## src/rtl/serial_bit_feeder.sv

```systemverilog
`default_nettype none
// ============================================================================
//  Module      : serial_bit_feeder
//  Description : Parallel-to-serial feeder for the 2-bit Mealy sequence
//                detector. Accepts WIDTH-bit words on a valid/ready handshake
//                and emits them one bit per clock on x_out, with a
//                configurable bit order and an idle gap between words.
//  Optional    : define SERIAL_BIT_FEEDER_PARITY_EN to append an even-parity
//                bit after the data bits of every word.
//  Ports       : clk       - system clock, rising edge
//                rst       - asynchronous reset, active low
//                din       - parallel word to serialize
//                din_valid - din holds a word
//                din_ready - a word can be accepted this cycle
//                x_out     - serial bit to the detector (registered)
//                x_valid   - x_out carries a data/parity bit (registered)
//                busy      - feeder is shifting or in the inter-word gap
//                done      - high while the final bit of a word is on x_out
//  Revision    : 1.0 - initial release
// ============================================================================
module serial_bit_feeder #(
   parameter int   WIDTH      = 8,
   parameter int   MSB_FIRST  = 1,
   parameter int   GAP        = 0,
   parameter logic IDLE_LEVEL = 1'b0
) (
   input  logic             clk,
   input  logic             rst,
   input  logic [WIDTH-1:0] din,
   input  logic             din_valid,
   output logic             din_ready,
   output logic             x_out,
   output logic             x_valid,
   output logic             busy,
   output logic             done
);

`ifdef SERIAL_BIT_FEEDER_PARITY_EN
   localparam int N_BITS = WIDTH + 1;
`else
   localparam int N_BITS = WIDTH;
`endif
   localparam int               CNT_W    = $clog2(N_BITS);
   localparam logic [CNT_W-1:0] LAST_IDX = CNT_W'(N_BITS - 1);
   // Only meaningful when GAP > 0; the GAP state is unreachable otherwise.
   localparam logic [3:0]       GAP_LAST = 4'(GAP - 1);

   typedef enum logic [1:0] {
      ST_IDLE  = 2'd0,
      ST_SHIFT = 2'd1,
      ST_GAP   = 2'd2
   } state_t;

   state_t           state_q, state_d;
   logic [WIDTH-1:0] shift_q, shift_d;
   logic [CNT_W-1:0] cnt_q,   cnt_d;
   logic [3:0]       gap_q,   gap_d;
   logic             x_out_q, x_out_d;
   logic             x_valid_q, x_valid_d;
   logic             done_q,  done_d;

   logic             take;
   logic             on_last;
   logic             first_bit;
   logic             next_data;
   logic             next_bit;
   logic [WIDTH-1:0] load_rest;
   logic [WIDTH-1:0] shift_rest;

   // The first bit goes straight to x_out on the transfer edge, so the shift
   // register is loaded with the remaining bits already advanced by one.
   generate
      if (MSB_FIRST != 0) begin : g_msb_first
         assign first_bit  = din[WIDTH-1];
         assign load_rest  = {din[WIDTH-2:0], 1'b0};
         assign next_data  = shift_q[WIDTH-1];
         assign shift_rest = {shift_q[WIDTH-2:0], 1'b0};
      end else begin : g_lsb_first
         assign first_bit  = din[0];
         assign load_rest  = {1'b0, din[WIDTH-1:1]};
         assign next_data  = shift_q[0];
         assign shift_rest = {1'b0, shift_q[WIDTH-1:1]};
      end
   endgenerate

`ifdef SERIAL_BIT_FEEDER_PARITY_EN
   logic parity_q, parity_d;

   always_comb begin
      parity_d = parity_q;
      if (take) begin
         parity_d = ^din;
      end
   end

   always_ff @(posedge clk or negedge rst) begin
      if (!rst) begin
         parity_q <= 1'b0;
      end else begin
         parity_q <= parity_d;
      end
   end

   // Once the last data bit is on x_out the next bit time carries parity.
   assign next_bit = (cnt_q == CNT_W'(WIDTH - 1)) ? parity_q : next_data;
`else
   assign next_bit = next_data;
`endif

   always_comb begin
      state_d   = state_q;
      shift_d   = shift_q;
      cnt_d     = cnt_q;
      gap_d     = gap_q;
      x_out_d   = IDLE_LEVEL;
      x_valid_d = 1'b0;
      done_d    = 1'b0;

      // cnt_q is the index of the bit currently on x_out.
      on_last   = (state_q == ST_SHIFT) && (cnt_q == LAST_IDX);
      // Gated by rst so nothing can be offered while reset is held.
      din_ready = rst && ((state_q == ST_IDLE) || (on_last && (GAP == 0)));
      take      = din_valid && din_ready;

      case (state_q)
         ST_IDLE: begin
            if (take) begin
               state_d   = ST_SHIFT;
               shift_d   = load_rest;
               cnt_d     = '0;
               x_out_d   = first_bit;
               x_valid_d = 1'b1;
            end
         end
         ST_SHIFT: begin
            if (!on_last) begin
               shift_d   = shift_rest;
               cnt_d     = cnt_q + CNT_W'(1);
               x_out_d   = next_bit;
               x_valid_d = 1'b1;
               done_d    = ((cnt_q + CNT_W'(1)) == LAST_IDX);
            end else if (GAP != 0) begin
               state_d = ST_GAP;
               gap_d   = '0;
            end else if (take) begin
               // Back-to-back reload: no idle bit between words.
               shift_d   = load_rest;
               cnt_d     = '0;
               x_out_d   = first_bit;
               x_valid_d = 1'b1;
            end else begin
               state_d = ST_IDLE;
            end
         end
         ST_GAP: begin
            if (gap_q == GAP_LAST) begin
               state_d = ST_IDLE;
            end else begin
               gap_d = gap_q + 4'd1;
            end
         end
         default: begin
            state_d = ST_IDLE;
         end
      endcase
   end

   always_ff @(posedge clk or negedge rst) begin
      if (!rst) begin
         state_q   <= ST_IDLE;
         shift_q   <= '0;
         cnt_q     <= '0;
         gap_q     <= '0;
         x_out_q   <= IDLE_LEVEL;
         x_valid_q <= 1'b0;
         done_q    <= 1'b0;
      end else begin
         state_q   <= state_d;
         shift_q   <= shift_d;
         cnt_q     <= cnt_d;
         gap_q     <= gap_d;
         x_out_q   <= x_out_d;
         x_valid_q <= x_valid_d;
         done_q    <= done_d;
      end
   end

   assign x_out   = x_out_q;
   assign x_valid = x_valid_q;
   assign done    = done_q;
   assign busy    = (state_q != ST_IDLE);

endmodule
`default_nettype wire

```

## config.mk

```make
export PLATFORM = sky130hd
export DESIGN_NAME = serial_bit_feeder
export DESIGN_NICKNAME = d
export VERILOG_FILES = /design/src/rtl/serial_bit_feeder.sv
export SDC_FILE = /design/constraint.sdc
export NUM_CORES = 1
export LEC_CHECK = 0
export CAP_MARGIN = 20
export CORE_UTILIZATION = 32
export DETAILED_ROUTE_END_ITERATION = 7
export GPL_ROUTABILITY_DRIVEN = 0
export SLEW_MARGIN = 20
export SYNTH_ARGS = -nofsm -noshare
export SYNTH_HDL_FRONTEND = slang
export SYNTH_SLANG_ARGS = --single-unit
export TNS_END_PERCENT = 50
```

## constraint.sdc

```tcl
create_clock -name clk -period 2.43 [get_ports clk]
set_input_delay 0.486 -clock clk [delete_from_list [all_inputs] [get_ports clk]]
set_output_delay 0.486 -clock clk [all_outputs]
set_load 0.01 [all_outputs]
```

==> results of run 1 <==
-- per-stage QoR --
step	setup WS [ns]	total power (uW)	std cells
3_5_place_dp	0.228	712	98
4_1_cts	0.187	874	103
2_1_floorplan	0.755	620	57
3_3_place_gp	0.282	696	98
6_report	0.214	858	103
5_1_grt	0.121	932	103
-- kinds of logic after synthesis --
logic type | synth area share (%)
AND/OR/NAND/NOR | 12.7
AO/OA/AOI/OAI | 12.0
adder cells (fa/ha/maj) | 5.44
flip-flops | 54.3
buffers and inverters | 5.43
multiplexers | 10.1
-- power by group through the flow --
stage / Sequential [uW] / Clock, uW / Combinational, uW
2_1_floorplan: 384 / 0 / 236
3_3_place_gp: 379 / 0 / 316
3_5_place_dp: 383 / 0 / 330
4_1_cts: 377 / 146 / 351
5_1_grt: 384 / 160 / 388
6_report: 376 / 140 / 341
-- worst max-delay path, stage by stage, from the launching register on --
cell and delay [ns]:
dfrtp_1 0.41, ha_1 0.20, ha_1 0.23, nand2b_4 0.17, and2_2 0.18, dlygate4sd2_1 0.27
-- final timing paths --
path	end	cells after the start
worst max-delay path	din_ready	5
worst min-delay path	shift_q[7]	2
worst max register to register	x_out	5
worst min register to register	shift_q[7]	2
max in group asynchronous	shift_q[2]	2
min in group asynchronous	done	2
-- per-layer routing --
metal	part of all wire, %	wire [um]	global-route usage, %
met5	0	0	0
met4	2.4	29	7.35
met3	5.0	61	4.40
met2	45	547	20.0
met1	48	584	13.5
-- synthesized netlist by cell type (all sizes together) --
master,count
dfrtp,15
nand2,8
o21ai,8
mux2i,7
ha,3
inv,3
a22o,2
and3,2
buf,2
a21oi,1
and2,1
nand2b,1
nand3,1
nor2,1
nor2b,1
o2bb2ai,1
-- final cells by class --
class	count	area, um^2	area share, %
sequential	15	375	41.8
tap	27	33.8	3.77
clock buffer	3	22.5	2.51
clock inverter	1	5.00	0.558
inverter	3	11.3	1.26
multi-input combinational	37	285	31.8
timing repair buffer	17	164	18.3
-- flip-flops by register name, indices dropped and copies added, names as in the netlist --
signal,flops
cnt_q,3
state_q,1
shift_q,8
x_out,1
x_valid,1
done,1
-- repair_timing --
| item | in CTS | in global routing |
|---|---|---|
| resized for setup | 2 | 0 |
| setup endpoints to repair | 1 | 0 |
| buffers inserted | 1 | 0 |
==> impl_metrics.tcl, run 1 <==
set metrics [dict create \
    switching_share_pct 34.0 \
    numCtsBuffers 3 \
    cp-end-kind "primary output" \
    rsz0062_at_grt "no" \
    rows 16 \
    yosysWarnings 0 \
    dp_hpwl_um 857 \
    syn_area_per_cell_um2 12.1 \
    clkLatencyLatePin_ns 0.28 \
    ys_ff_latch 15 \
    p_clk_share_pct 16.4 \
    num_vias 473 \
    cts_root_buf "clkbuf_4" \
    critPathArrivalTime_ns 1.73 \
    cts.path.max_buffers 2 \
    post-route-util_pct 44.8 \
    synth_cells 57 \
    status "finished clean" \
    setup_viol 0 \
    die_y_um 48.5 \
    switchingPower_uw 292 \
    final_common_cell "dfrtp_1" \
    crit_required_ns 1.94 \
    final_area_um2 897 \
    cts_tree "built" \
    fin_tns_setup_ns 0 \
    final_cell_mix "dfrtp_1 (15), clkdlybuf4s50_1 (14), mux2i_1 (7), nand2_1 (7), o21ai_1 (7)" \
    cp-start-kind "register" \
    yosysTopAreaCell "dfrtp_1" \
    ys_types 20 \
    yosysSeqAreaShare_pct 54.3 \
    fmax_ghz 0.451 \
    final_net_count 91 \
    fillers 208 \
    crit_start "cnt_q[1]" \
    numClockSinks 15 \
    cp_max_fo 5 \
    grt_overflow 0 \
    slew_headroom_pct 71.4 \
    dieArea_mm2 0.00235 \
    grt_max_degree 20 \
    area_growth_pct 29.9 \
    routed_wl_um 1220 \
    syn_nets 71 \
    hold_slack_ns 0.493 \
    dr.pass1.iters 2 \
    skew_ns 0.00239 \
    internal-power_uw 566 \
    netlist.area_leader.share_pct 54.3 \
    min_path_type "register to register" \
    rr_startpoint "cnt_q[1]" \
    finalCriticalPeriod_ns 2.22 \
    initial_core_util_pct 34.5 \
    p_leak_uw 0.000440 \
    antenna_found_initial 0 \
    drt-vias-per-instance 4.59 \
    grt_pass1_vias 470 \
    drive_gt1_share_pct 15.8 \
    place_area_um2 856 \
    grt_usage_pct 12.2 \
    core-area_mm2 0.00200 \
    post-route-drc-count 0 \
    ioPinCount 16 \
    grt_pass1_wl_um 2090 \
    maxSlewViolCount 0 \
    synth_area_um2 691 \
    synth_area_leaders "dfrtp_1 (54%), mux2i_1 (10%), ha_1 (5.4%)" \
    post-route-period-util_pct 91.2 \
    worst_slew_pin_slew_ns 0.428 \
    wl_per_cell_um 11.9 \
    power_density_mw_per_mm2 956 \
    critPathKind "register to primary output" \
    r2r_setup_slack_ns 0.83 \
    ant_nets 0 \
    die_w_um 48.5 \
    h-tree-depth 1 \
    cts-hold-fix-buffers 0 \
    hold_start "shift_q[6]" \
    numPortBuffers 15 \
    pwr-share-comb_pct 39.7 \
    hold_violations 0 \
    drtIter0Drc 4 \
    seqPwrFrac_pct 43.9 \
    clk_pin_slew_ns 0.09 \
    antenna_cells 0 \
    irDropWorstVdd_mv 0.359 \
    max_cap_viol_count 0 \
]
No activity file was read; power rests on OpenSTA's default activity.
==> run 2: changes to the inputs <==
clock period = 2 ns   (was 2.43 ns; I/O delays follow)
==> run 2 against run 1 <==
Effect of this change:
- global-route usage fell by 0.094 points
- setup slack lost 0.063 ns
- sequential power increased by 21%
- cell area is 4.2% higher
- first-iteration DRC count unchanged
- non-clock buffer count grew 5
- clock-buffer cell count rose by 1
- utilization increased by 1.9 points
- clock skew is 0.0015 ns lower
- register-to-register slack worse by 0.43 ns
- sequential cell count unchanged
- largest cell class unchanged
==> impl_metrics.tcl, run 2 (synthesis gave the netlist of run 1 again) <==
set metrics [dict create \
    place_inst 102 \
    max_cap_viol_count 0 \
    dp_hpwl_um 806 \
    antenna_cells 0 \
    finalCriticalPeriod_ns 1.85 \
    critical-path-top-delay-family "flip-flops" \
    crit_buf_inv 1 \
    h-tree-depth 1 \
    grt_pass1_vias 475 \
    antenna_found_initial 0 \
    fmax_ghz 0.541 \
    die_w_um 48.5 \
    slew_headroom_pct 73.4 \
    final_net_count 96 \
    final_common_cell "dfrtp_1" \
    path_cells "ha_2 -> ha_2 -> nand2b_4 -> and2_2 -> buf_2" \
    ioPinCount 16 \
    largest_reg_flops 8 \
    crit_required_ns 1.60 \
    clkLatencyLatePin_ns 0.28 \
    rsz0062_at_grt "no" \
    crit_path_max_incr_delay_ns 0.39 \
    critPathKind "register to primary output" \
    maxSlewViolCount 0 \
    fin_tns_setup_ns 0 \
    post-route-drc-count 0 \
    dieArea_mm2 0.00235 \
    initial_core_util_pct 34.5 \
    skew_ns 0.000847 \
    num_vias 495 \
    critPathMostFrequentCell "ha_2" \
    dr.pass1.iters 3 \
    cp-start-kind "register" \
    top_regs "shift_q x8, cnt_q x3" \
    worst_slew_pin_slew_ns 0.397 \
    hold_violations 0 \
    min_path_type "input port to asynchronous set/reset pin" \
    rows 16 \
    wl_per_cell_um 10.9 \
    status "finished clean" \
    power_density_mw_per_mm2 1170 \
    cp_slowest_cell "dfrtp_1" \
    critPathArrivalTime_ns 1.45 \
    grt_usage_pct 12.1 \
    cp_max_fo 2 \
    grt_pass1_wl_um 2080 \
    grt_max_degree 18 \
    numClockSinks 15 \
    regMostFlops "shift_q" \
    cts.path.max_buffers 2 \
    numPortBuffers 15 \
    ant_nets 0 \
    cp_num_cells 5 \
    reg2reg_depth 6 \
    routed_wl_um 1180 \
    drtIter0Drc 4 \
    cts_tree "built" \
    setup_viol 0 \
    irDropWorstVdd_mv 0.522 \
    clk_pin_slew_ns 0.08 \
    cp-end-kind "primary output" \
    die_y_um 48.5 \
    core-area_mm2 0.00200 \
    cts_root_buf "clkbuf_4" \
    drt-vias-per-instance 4.58 \
    area_growth_pct 35.3 \
    p_leak_uw 0.000456 \
    grt_overflow 0 \
    post-route-util_pct 46.7 \
    final_cell_mix "dfrtp_1 (15), clkdlybuf4s50_1 (14)" \
    final_cells 108 \
    post-route-period-util_pct 92.5 \
    drive_gt1_share_pct 23.5 \
    numCtsBuffers 3 \
]
run 2: cell types whose count changed in the layout (fill, tap and decap cells not counted), sizes merged:
| cell | before | now |
|---|---|---|
| clkinv | 1 | 0 |
| dlygate4sd2 | 1 | 0 |
| buf | 2 | 8 |
| clkbuf | 3 | 4 |
run 2: metal layers:
| metal | routed length (um) | track usage (%) |
|---|---|---|
| met5 | 0 | 0 |
| met4 | 41 | 8.82 |
| met3 | 56 | 3.14 |
| met2 | 534 | 18.1 |
| met1 | 548 | 15.0 |
run 2: timing repair:
| action | in CTS | in global routing |
|---|---|---|
| resized for setup | 4 | 3 |
| setup endpoints to repair | 1 | 1 |
| hold buffers | 0 | 0 |
| buffers inserted | 1 | 1 |
| cloned | 0 | 0 |
run 2: power breakdown:
| group | switching (uW) | internal (uW) | total [uW] |
|---|---|---|---|
| registers | 51.7 | 404 | 456 |
| logic | 211 | 259 | 470 |
| clock network | 89.6 | 77.3 | 167 |
| total | 352 | 741 | 1090 |
run 2: layout make-up:
cell class | instances | area, um^2
fillers | 195 | 1070
flip-flops and latches | 15 | 375
multi-input cells | 37 | 290
repair buffers | 22 | 198
well taps | 27 | 33.8
clock buffers | 4 | 26.3
inverters | 3 | 11.3
run 2: per-stage QoR:
step           hold slack (ns)  cell area (um^2)  total power (uW)  setup slack [ns]
2_1_floorplan            0.104               691               754             0.411
3_3_place_gp             0.466               886               888            0.0643
3_5_place_dp             0.478               886               900            0.0320
4_1_cts                  0.490               928              1100           0.00598
5_1_grt                  0.522               935              1190            0.0870
6_report                 0.488               935              1090             0.150
run 2: final timing paths:
path                       slack [ns]          to        from
setup / recovery                 0.15   din_ready    cnt_q[1]
hold / removal                   0.49  state_q[0]         rst
setup reg to reg                 0.40       x_out    cnt_q[1]
hold reg to reg                  0.49  shift_q[5]  shift_q[4]
max in group asynchronous        1.32    cnt_q[2]         rst
min in group clk                 0.49  shift_q[5]  shift_q[4]
==> run 3: changes to the inputs <==
CAP_MARGIN = unset   (was 20)
==> results of run 3 <==
Final layout, timing and power as in run 2 (identical DEF).
